## config.mk

```make
export PLATFORM = sky130hd
export DESIGN_NAME = gpr_writeback
export DESIGN_NICKNAME = d
export VERILOG_FILES = /design/src/rtl/rv_pkg.sv /design/src/rtl/gpr_writeback_wb_fifo.sv /design/src/rtl/gpr_writeback.sv
export SDC_FILE = /design/constraint.sdc
export NUM_CORES = 1
export LEC_CHECK = 0
export ABC_CLOCK_PERIOD_IN_PS = 2600
export BUFFER_PORTS_ARGS = -buffer_cell sky130_fd_sc_hd__buf_2
export CAP_MARGIN = 30
export CELL_PAD_IN_SITES_DETAIL_PLACEMENT = 0
export CELL_PAD_IN_SITES_GLOBAL_PLACEMENT = 1
export CORE_MARGIN = 2
export CORE_UTILIZATION = 41
export DETAILED_ROUTE_END_ITERATION = 10
export GPL_TIMING_DRIVEN = 0
export PLACE_DENSITY_LB_ADDON = 0.1
export SYNTH_ARGS = -nofsm -noshare
export SYNTH_HDL_FRONTEND = slang
export SYNTH_SLANG_ARGS = --single-unit
```

## constraint.sdc

```tcl
create_clock -name clk -period 2.6 [get_ports clk]
set_clock_uncertainty 0.15 [all_clocks]
set_input_delay 0.26 -clock clk [delete_from_list [all_inputs] [get_ports clk]]
set_output_delay 0.26 -clock clk [all_outputs]
set_load 0.1 [all_outputs]
```

## src/rtl/rv_pkg.sv

```systemverilog
// Shared RV32 register-file constants and the writeback queue entry layout.
package rv_pkg;

    localparam int XLEN = 32;
    localparam int NREG = 32;
    localparam int REGW = 5;

    // One queued long-latency result: destination register plus data.
    localparam int WB_W = REGW + XLEN;

    typedef struct packed {
        logic [REGW-1:0] rd;
        logic [XLEN-1:0] data;
    } wb_entry_t;

    function automatic wb_entry_t make_entry(input logic [REGW-1:0] rd,
                                             input logic [XLEN-1:0] data);
        wb_entry_t e;
        e.rd   = rd;
        e.data = data;
        return e;
    endfunction

endpackage

```

## src/rtl/gpr_writeback_wb_fifo.sv

```systemverilog
// Circular FIFO holding long-latency results awaiting a free writeback slot.
// Wrapping pointers of log2(DEPTH) bits plus an occupancy counter one bit wider.
module wb_fifo
    import rv_pkg::*;
#(
    parameter int DEPTH = 4,
    parameter int WIDTH = WB_W
) (
    input  logic                       clk,
    input  logic                       rst,
    input  logic                       push,
    input  logic [WIDTH-1:0]           push_data,
    input  logic                       pop,
    output logic [WIDTH-1:0]           pop_data,
    output logic                       full,
    output logic                       empty,
    output logic [$clog2(DEPTH):0]     count
);

    localparam int AW = $clog2(DEPTH);
    localparam logic [AW:0]   FULL_CNT = (AW+1)'(DEPTH);
    localparam logic [AW:0]   CNT_ONE  = (AW+1)'(1);
    localparam logic [AW-1:0] PTR_ONE  = AW'(1);

    logic [WIDTH-1:0] mem [DEPTH];
    logic [AW-1:0]    wr_ptr;
    logic [AW-1:0]    rd_ptr;
    logic [AW:0]      cnt;
    logic             do_push;
    logic             do_pop;

    assign full     = (cnt == FULL_CNT);
    assign empty    = (cnt == '0);
    assign count    = cnt;
    assign pop_data = mem[rd_ptr];

    // Full/empty are sampled before this cycle's pop, so a full queue never
    // accepts a push even if it drains in the same cycle.
    assign do_push = push && !full;
    assign do_pop  = pop && !empty;

    always_ff @(posedge clk) begin
        if (!rst) begin
            wr_ptr <= '0;
            rd_ptr <= '0;
            cnt    <= '0;
        end else begin
            if (do_push) begin
                wr_ptr <= wr_ptr + PTR_ONE;
            end
            if (do_pop) begin
                rd_ptr <= rd_ptr + PTR_ONE;
            end
            case ({do_push, do_pop})
                2'b10:   cnt <= cnt + CNT_ONE;
                2'b01:   cnt <= cnt - CNT_ONE;
                default: cnt <= cnt;
            endcase
        end
    end

    // Storage needs no reset: entries are only read while counted as valid.
    always_ff @(posedge clk) begin
        if (do_push) begin
            mem[wr_ptr] <= push_data;
        end
    end

endmodule

```

## src/rtl/gpr_writeback.sv

```systemverilog
// Register-file writeback arbiter: ALU results win, long-latency results are
// bypassed or queued. Optional hazard checker enabled by GPR_WB_CHECK_EN.
module gpr_writeback
    import rv_pkg::*;
#(
    parameter int QDEPTH = 4
) (
    input  logic            clk,
    input  logic            rst,
    input  logic            alu_we,
    input  logic [REGW-1:0] alu_rd,
    input  logic [XLEN-1:0] alu_data,
    input  logic            ll_valid,
    output logic            ll_ready,
    input  logic [REGW-1:0] ll_rd,
    input  logic [XLEN-1:0] ll_data,
    input  logic            iss_valid,
    input  logic [REGW-1:0] iss_rd,
    output logic            we,
    output logic [REGW-1:0] rd,
    output logic [XLEN-1:0] rrd,
    output logic [NREG-1:0] busy
);

    localparam int CW = $clog2(QDEPTH) + 1;

    // Handshake: a long-latency beat transfers in any cycle where ll_valid and
    // ll_ready are both 1; ll_ready depends only on queue occupancy.
    logic            q_full;
    logic            q_empty_flag;
    logic [CW-1:0]   q_count;
    logic            q_empty;
    logic            q_push;
    logic            q_pop;
    wb_entry_t       q_head;
    wb_entry_t       q_in;

    logic            ll_accept;
    logic            alu_sel;
    logic            sel_valid;
    logic            sel_is_ll;
    logic [REGW-1:0] sel_rd;
    logic [XLEN-1:0] sel_data;

    logic            we_q;
    logic [REGW-1:0] rd_q;
    logic [XLEN-1:0] rrd_q;
    logic [NREG-1:0] busy_q;
    logic [NREG-1:0] busy_next;

    assign ll_ready  = !q_full;
    assign ll_accept = ll_valid && ll_ready;
    assign alu_sel   = alu_we && (alu_rd != '0);
    assign q_empty   = (q_count == '0);
    assign q_in      = make_entry(ll_rd, ll_data);

    wb_fifo #(
        .DEPTH (QDEPTH),
        .WIDTH (WB_W)
    ) u_fifo (
        .clk       (clk),
        .rst       (rst),
        .push      (q_push),
        .push_data (q_in),
        .pop       (q_pop),
        .pop_data  (q_head),
        .full      (q_full),
        .empty     (q_empty_flag),
        .count     (q_count)
    );

    // Selection: ALU first, then the queue head, then a same-cycle bypass.
    // Beats targeting x0 still handshake but never enter the queue.
    always_comb begin
        sel_valid = 1'b0;
        sel_is_ll = 1'b0;
        sel_rd    = '0;
        sel_data  = '0;
        q_pop     = 1'b0;
        q_push    = 1'b0;
        if (alu_sel) begin
            sel_valid = 1'b1;
            sel_rd    = alu_rd;
            sel_data  = alu_data;
        end else if (!q_empty_flag) begin
            q_pop     = 1'b1;
            sel_valid = 1'b1;
            sel_is_ll = 1'b1;
            sel_rd    = q_head.rd;
            sel_data  = q_head.data;
        end else if (ll_accept && (ll_rd != '0)) begin
            sel_valid = 1'b1;
            sel_is_ll = 1'b1;
            sel_rd    = ll_rd;
            sel_data  = ll_data;
        end
        if (ll_accept && (ll_rd != '0) && !(q_empty && !alu_sel)) begin
            q_push = 1'b1;
        end
    end

    // A same-cycle set on the register being cleared wins: a new issue to it
    // is still outstanding.
    always_comb begin
        busy_next = busy_q;
        if (sel_valid && sel_is_ll) begin
            busy_next[sel_rd] = 1'b0;
        end
        if (iss_valid && (iss_rd != '0)) begin
            busy_next[iss_rd] = 1'b1;
        end
        busy_next[0] = 1'b0;
    end

    always_ff @(posedge clk) begin
        if (!rst) begin
            we_q   <= 1'b0;
            rd_q   <= '0;
            rrd_q  <= '0;
            busy_q <= '0;
        end else begin
            we_q   <= sel_valid;
            rd_q   <= sel_valid ? sel_rd : '0;
            rrd_q  <= sel_valid ? sel_data : '0;
            busy_q <= busy_next;
        end
    end

    assign we   = we_q;
    assign rd   = rd_q;
    assign rrd  = rrd_q;
    assign busy = busy_q;

`ifdef GPR_WB_CHECK_EN
    always_ff @(posedge clk) begin
        if (rst) begin
            if (alu_sel && busy_q[alu_rd]) begin
                $fatal(1, "gpr_writeback: WAW hazard, ALU write to busy x%0d", alu_rd);
            end
            if (ll_accept && (ll_rd != '0) && !busy_q[ll_rd]) begin
                $fatal(1, "gpr_writeback: long-latency write to non-busy x%0d", ll_rd);
            end
        end
    end
`else
    // Hazard checking compiled out.
`endif

endmodule

```

# [Yosys cells after proc, flatten, opt, wreduce, memory -nomap -nowiden]
# Memories as Yosys holds them, arrays and structs flattened. A register that Yosys moved wholly into a read port is not among the register bits.
# Index checks and enable logic that the tools add are counted.
[word_totals] mem_count=1 ramBits=148 elab_cells=68 reg_bits=77
[memory_table] name="u_fifo.mem" depth=4 word_bits=37 read_ports=1 rd_clocked_by_memory_dff=1 write_ports=1 line_no="gpr_writeback_wb_fifo.sv:25" source="logic [WIDTH-1:0] mem [DEPTH];"
[op_classes] magnitude_cmp=4 n_mux=24 bitwise_logic=3 add_sub_neg=4 n_reduce_logical=21 eq_ne=3
[op_table] op="$mux 32" n=5
[op_table] op="$and 32x32->32" n=1
[op_table] op="$not 32->32" n=1
[op_table] op="$or 32x32->32" n=1
[op_table] op="$mux 5" n=3
[op_table] op="$reduce_bool 5->1" n=3
[op_table] op="$lt 5x6->1 const B" n=2
[op_table] op="$logic_and 1x1->1" n=11
[op_table] op="$mux 1" n=11
[op_table] op="$demux 1 s5" n=2
[op_table] op="$ge 5x1->1 const B" n=2
[op_table] op="$pmux 3 s2" n=1
[op_table] op="$add 2x1->2 const B" n=2
[op_table] op="$logic_not 1->1" n=4
[op_table] op="$mux 2" n=2
[op_table] op="$add 3x1->3 const B" n=1
[op_table] op="$eq 3x3->1 const B" n=1
[op_table] op="$logic_not 3->1" n=1
[op_table] op="$sub 3x1->3 const B" n=1
[op_table] op="$eq 2x1->1 const B" n=1
[op_table] op="$eq 2x2->1 const B" n=1
[op_table] op="$reduce_and 2->1" n=1
[op_table] op="$reduce_bool 2->1" n=1

# [Longest topological paths before layout]
# Gate-level depths: netlist of run 1.
[logic_depth] ltp_word=16 depth_mapped=10 mapped_depth_nobuf=10

# [Modules after synthesis]
# Synthesis of run 1 repeated with hierarchy kept, for this count alone.
[unflattened] cells_unflattened=633 area_unflattened_um2=9046.2
[by_module_without_submodules] mod="wb_fifo" instances=1 cells_per_inst=247 area_per_inst_um2=5863.1
[by_module_without_submodules] mod="gpr_writeback" instances=1 cells_per_inst=386 area_per_inst_um2=3183.1

# [Least setup slack after synthesis of run 1]
# OpenSTA, ideal clock, no wires.
[synth_path] path_type="input-to-reg" startpoint="in alu_rd[4]" endpoint="reg u_fifo.cnt[2] (netlist: u_fifo.count[2])" stages=10 arrival_time_ns=2.488 slack_ns=-0.113 n_path_buf=1 cell_sequence="or4_4 > o21a_1 > clkbuf_1 > nor2_1 > ha_1 > inv_1 > fa_1 > xor2_1 > or3_1 > a21boi_0"
[synth_via] word_cells_on_any_way=14 cone_classes="eq/ne (2); mux (3); reduce/logical (9)"
[synth_rtl] element="start, declared" line_no="gpr_writeback.sv:11" source="input logic [REGW-1:0] alu_rd,"
[synth_rtl] element="$reduce_bool 5->1 (*)" line_no="gpr_writeback.sv:53" source="assign alu_sel = alu_we && (alu_rd != '0);"
[synth_rtl] element="$logic_and 1x1->1 (*)" line_no="gpr_writeback.sv:53"
[synth_rtl] element="$mux 1 (*)" line_no="gpr_writeback.sv:81" source="if (alu_sel) begin"
[synth_rtl] element="$logic_and 1x1->1 (*)" line_no="gpr_writeback_wb_fifo.sv:40" source="assign do_pop = pop && !empty;"
[synth_rtl] element="net u_fifo.do_pop" line_no="gpr_writeback_wb_fifo.sv:30" source="logic do_pop;"
[synth_rtl] element="$eq 2x1->1 or $eq 2x2->1 (tied branches)" line_no="gpr_writeback_wb_fifo.sv:54" source="case ({do_push, do_pop})"
[synth_rtl] element="$pmux 3 s2 or $reduce_bool 2->1 (tied branches)"
[synth_rtl] element="end signal, assigned" line_no="gpr_writeback_wb_fifo.sv:55" source="2'b10: cnt <= cnt + CNT_ONE;"
[synth_rtl] element="end signal, assigned" line_no="gpr_writeback_wb_fifo.sv:56" source="2'b01: cnt <= cnt - CNT_ONE;"
[synth_rtl] element="end signal, assigned" line_no="gpr_writeback_wb_fifo.sv:57" source="default: cnt <= cnt;"
[synth_rtl] element="end, declared" line_no="gpr_writeback_wb_fifo.sv:28" source="logic [AW:0] cnt;"
# The timed path passes the listed nets; every way through them passes the cells marked *.
# A chain may end at the register's enable or synchronous reset.

==> impl_metrics.yaml, run 1 <==
finish:
  multiInputGateArea_mm2: 0.00280
  diodes: 0
  final_cells: 1199
  fin_nets: 990
  seqCellArea_mm2: 0.00601
  area_delta_synth_final_pct: 30.8
  fillers: 1838
  layout_common_cells: "buf_2, edfxtp_1, nor2_1"
  layout-drive-gt1-share_pct: 29.6
  final_common_cell: "buf_2"
timing:
  fin_crit_ns: 2.44
  fin_crit_sh_pct: 93.7
  final_max_slew_viol_count: 0
  timing.fmax_mhz: 411
  setup_tns_ns: 0
  grt_setup_unrepaired: "no"
  worst_slew_pin_slew_ns: 0.711
  finalHoldViolCount: 0
  relSlewSlack_pct: 52.6
  setup_viol: 0
placed_design:
  dp_cells: 1078
  routabilityCongestion: 0.844
  detailed_place_hpwl_um: 15300
  port_buffers: 150
critical_path:
  crit_type: "reg -> reg"
  crit_arrival_ns: 2.69
  path_buf_inv: 2
  required_ns: 2.85
  critPathSlowestCell: "buf_1"
  cp-start-kind: "flip-flop"
  cp_top_family: "buffers and inverters"
  cp_cell_sequence: "buf_2 > buf_1 > mux4_2 > a221oi_1 > nor3_1"
  endpoint_kind: "flip-flop"
  slowest_delay_ns: 0.55
  worstPathMaxFanout: 10
hold_path:
  hold_class: "in -> reg"
clock_tree:
  cts-root-buf: "clkbuf_16"
  cts_buffers: 25
  cts_tree: "built"
  path_clk_slew_ns: 0.06
  clk_path_buf_depth: 3
  clk_latency_ns: 0.53
  cts_sinks: 226
  htreeDepth: 1
grt:
  grt_pass1_vias: 6763
  antenna_found_initial: 0
  grt.overflow.total: 0
  grt_util_all_layers_pct: 20.2
  grt_pass1_wl_um: 36900
  grt_max_degree: 32
floorplanning:
  core_area_mm2: 0.0217
  rows: 54
  dieArea_mm2: 0.0231
  num_io_pins: 155
  start_util_pct: 41.5
  die_y_um: 152
  die_w_um: 152
logic_synthesis:
  synthDistinctLibCells: 51
  ys_seq_elements: 226
  syn-num-nets: 734
  synth_ff_type: "edfxtp_1"
  yosys_warnings: 0
  ys_seq_area_share_pct: 66.8
  syn_area_mm2: 0.00899
  avgSynthCellArea_um2: 14.0
  synth_cells: 644
  synthArstFlopShare_pct: 0
  synth-edff-count: 148
status:
  status: "completed"
drt:
  antenna_left: 0
  drt_pass1_iterations: 5
  drtIter0Drc: 421
  vias_per_cell: 5.36
  drc_errors: 0
  num_vias: 6421
  wl_per_cell_um: 19.5
  wl_um: 23400
power:
  p_leak_nw: 4.35
  p_per_area_mw_per_mm2: 998
  vdd_drop_max_uv: 481
run:
  maxCapViolCount: 0
[per-stage QoR]
stage / util [%] / power (mW) / cell area (µm²) / hold WS [ns] / setup slack, ns
after floorplan: - / 7.42 / 9020 / 0.209 / 0.00162
after global placement: 46.7 / 8.30 / 10100 / 0.338 / -0.929
after detailed placement: 47.1 / 8.41 / 10200 / 0.344 / -0.486
after CTS: 54.1 / 11.8 / 11700 / 0.0205 / 0.0114
after global routing: 54.2 / 12.3 / 11800 / 0.0495 / 0.000927
final: 54.2 / 11.7 / 11800 / 0.0344 / 0.165
[Yosys cell counts (2+ instances only)]
library cell	count	share of area [%]
dfxtp_1	78	17
a41oi_1	11	1.1
nand2_1	22	0.92
and2_1	19	1.3
nand3_1	5	0.28
buf_2	10	0.56
edfxtp_1	148	49
clkbuf_1	27	1.1
xnor2_1	3	0.29
o311ai_0	2	0.19
a31oi_1	19	1.3
xor2_1	2	0.19
and3_1	2	0.14
or3b_2	2	0.19
nor3_2	2	0.22
o21ai_0	27	1.5
buf_6	3	0.38
nor2b_1	4	0.28
a21oi_1	8	0.45
nor2_1	95	4.0
nor3b_1	2	0.17
mux2i_1	3	0.33
ha_1	5	0.70
mux4_2	37	9.3
mux2_2	2	0.25
inv_1	8	0.33
nand3b_1	2	0.17
nor3_1	37	2.1
buf_4	2	0.17
a221oi_1	32	3.1
or3_1	3	0.21
or2_2	3	0.21
[tightest hold or removal path: cells and delay by family]
kind	cells	cell delay, ns
and+or+nand+nor	2	0.17
buffers and inverters	1	0.13
AOI/OAI and AO/OA	1	0.11
[routing by layer]
layer  track usage [%]  vias up  wire length (µm)
met5                 0        -                 0
met4              5.43        0               415
met3              3.45       32              1370
met2              33.7      216             11400
met1              27.5     3175             10200
li1                  -     2998                 -
[flip-flops by register name (all words and copies together) (netlist names), named ones only]
signal         count
busy              31
rd                 5
rrd               32
u_fifo.count       3
u_fifo.mem       148
u_fifo.rd_ptr      2
u_fifo.wr_ptr      2
we                 1
[report_power, final]
part	switching (mW)	total, mW	internal, mW
Combinational	2.72	4.01	1.29
Sequential	0.150	4.43	4.28
Clock	1.40	3.30	1.90
[worst paths after layout]
| check | startpoint | to | slack, ns | cells past startpoint |
|---|---|---|---|---|
| max | flip-flop | rrd[18] | 0.16 | 5 |
| min | iss_rd[0] | busy[18] | 0.03 | 4 |
| max reg2reg | flip-flop | rrd[18] | 0.16 | 5 |
| min reg2reg | busy[8] | busy[8] | 0.38 | 2 |
[timing repair]
item                                   4_1_cts  5_1_grt
setup endpoints to repair                   17       46
hold buffers                                74        0
gates resized for setup                      5       10
setup buffers                                0        1
cloned                                       0        0
endpoints found under the hold margin      184        0
pin swaps                                    0        1
[cells by family after synthesis]
logic type      share of synthesized area (%)
mux                                      9.85
simple gates                             10.4
xor+xnor                                0.487
other cells                            0.0417
flops                                    66.8
fa+ha+maj                               0.918
buf+inv                                  2.60
compound gates                           8.88
[cell type report]
cell class / count / share of cell area, %
Tap cell: 280 / 2.98
Buffer: 43 / 1.90
Clock buffer: 30 / 5.56
Inverter: 8 / 0.255
Sequential cell: 226 / 51.1
Clock inverter: 16 / 0.968
Multi-Input combinational cell: 367 / 23.8
Timing Repair Buffer: 229 / 13.4
(Power assumes the default switching activity.)
==> inputs of run 2 (changes only) <==
- ABC_CLOCK_PERIOD_IN_PS: 2600 -> 2950
- CORE_UTILIZATION: 41 -> 49
- clock period: 2.6 -> 2.95 ns (I/O delays scaled with it)
==> run 2 against run 1 <==
  * Sequential power is 12% lower
  * Die area down 16%
  * Core utilization is 11 points higher
  * Final area decreased by 0.77%
  * Wire length shrank 3.1%
  * Fmax decreased by 8.3%
  * Combinational power shrank 14%
  * Critical path type unchanged
  * Highest routed layer unchanged
==> impl_metrics.yaml, run 2 (synthesized netlist as in run 1, its figures left out) <==
status:
  status: "completed"
floorplanning:
  die_w_um: 139
  start_util_pct: 50.1
  rows: 49
  dieArea_mm2: 0.0195
  die_y_um: 139
  num_io_pins: 155
  core_area_mm2: 0.0180
timing:
  finalHoldViolCount: 0
  setup_viol: 0
  grt_setup_unrepaired: "no"
  worst_slew_pin_slew_ns: 0.843
  final_max_slew_viol_count: 0
  relSlewSlack_pct: 43.5
  whs_ns: 0.0230
  fin_crit_sh_pct: 90.0
  timing.fmax_mhz: 377
  layout_setup_ws_ns: 0.295
  fin_crit_ns: 2.65
finish:
  layout_common_cells: "buf_2, edfxtp_1, nor2_1"
  seqCellArea_mm2: 0.00601
  largest_reg_flops: 148
  area_delta_synth_final_pct: 29.8
  top_register: "u_fifo.mem"
  multiInputGateArea_mm2: 0.00276
  final_common_cell: "buf_2"
  fillers: 1383
  fin_nets: 985
  diodes: 0
  layout-drive-gt1-share_pct: 27.9
drt:
  drc_errors: 0
  num_vias: 6372
  drt_pass1_iterations: 5
  drtIter0Drc: 466
  vias_per_cell: 5.58
  wl_per_cell_um: 19.9
  antenna_left: 0
  wl_um: 22700
critical_path:
  crit_arrival_ns: 2.86
  worstPathMaxFanout: 10
  required_ns: 3.16
  crit_type: "reg -> reg"
  cp-start-kind: "flip-flop"
  endpoint_kind: "flip-flop"
clock_tree:
  cts_sinks: 226
  cts_buffers: 24
  path_clk_slew_ns: 0.06
  clk_path_buf_depth: 3
  htreeDepth: 1
  post_cts_resized: 0
  postCtsSetupBuffers: 0
  clk_latency_ns: 0.52
  cts-root-buf: "clkbuf_16"
  hold_buffers: 71
  cts_tree: "built"
placed_design:
  port_buffers: 150
  pre_cts_ws_ns: -0.153
  detailed_place_hpwl_um: 14400
  routabilityCongestion: 0.813
power:
  power_switching_share_pct: 35.0
  share_comb_of_total_power_pct: 32.8
  pwr-share-seq_pct: 37.1
  p_per_area_mw_per_mm2: 901
  p_sw_mw: 3.68
  vdd_drop_max_uv: 742
  p_clk_share_pct: 30.1
  p_leak_nw: 4.32
  p_int_mw: 6.84
grt:
  busiest_layer: "met2"
  met3_usage_pct: 3.68
  grt_pass1_wl_um: 35700
  grt_max_degree: 31
  met1_usage_pct: 31.8
  grt_util_all_layers_pct: 23.2
  antenna_found_initial: 0
  grt_use_met2_pct: 38.7
  grt.overflow.total: 0
  grt_pass1_vias: 6589
run:
  maxCapViolCount: 0
hold_path:
  hold_class: "in -> reg"
==> run 2: cell type report <==
type | count | area share, %
Inverter | 8 | 0.257
Timing Repair Buffer | 225 | 13.3
Multi-Input combinational cell | 367 | 23.6
Clock buffer | 36 | 5.98
Buffer | 43 | 1.75
Clock inverter | 7 | 1.14
Sequential cell | 226 | 51.5
Tap cell | 229 | 2.45
==> run 2: worst max-delay path, stage by stage, from the launching register on <==
cell      delay [ns]
dfxtp_1         0.47
buf_2           0.29
or3b_2          0.46
o311ai_0        0.11
o311ai_0        0.23
a21oi_1         0.65
a31oi_1         0.16
==> run 2: per-stage QoR <==
step / instances / cell area (µm²) / util (%) / power [mW] / setup TNS, ns
after detailed placement: 1027 / 10100 / 56.4 / 7.34 / -0.153
after global placement: 1023 / 10000 / 55.8 / 7.27 / -69.90
final: 1141 / 11700 / 65.0 / 10.5 / 0
after floorplan: 644 / 8990 / - / 6.51 / 0
after global routing: 1141 / 11700 / 65.0 / 11.0 / 0
after CTS: 1141 / 11700 / 65.0 / 10.6 / 0
==> run 2: layer usage <==
layer	vias to the layer above	wire length (µm)
li1	2997	-
met1	3117	9930
met2	222	10900
met3	36	1320
met4	0	483
met5	-	0
==> run 2: power groups by stage <==
stage | registers (mW) | clock network (mW) | logic, mW
after global placement | 3.95 | 0 | 3.32
after CTS | 3.90 | 3.21 | 3.47
after floorplan | 4.86 | 0 | 1.65
after detailed placement | 3.96 | 0 | 3.38
final | 3.90 | 3.17 | 3.45
after global routing | 3.93 | 3.34 | 3.69
==> run 2: path summary, 6_finish.rpt <==
kind,from,end,slack (ns),cells past startpoint
max,flip-flop,busy[24],0.30,6
min,alu_rd[0],rd[0],0.02,3
max reg2reg,flip-flop,busy[24],0.30,6
min reg2reg,busy[12],busy[12],0.37,2
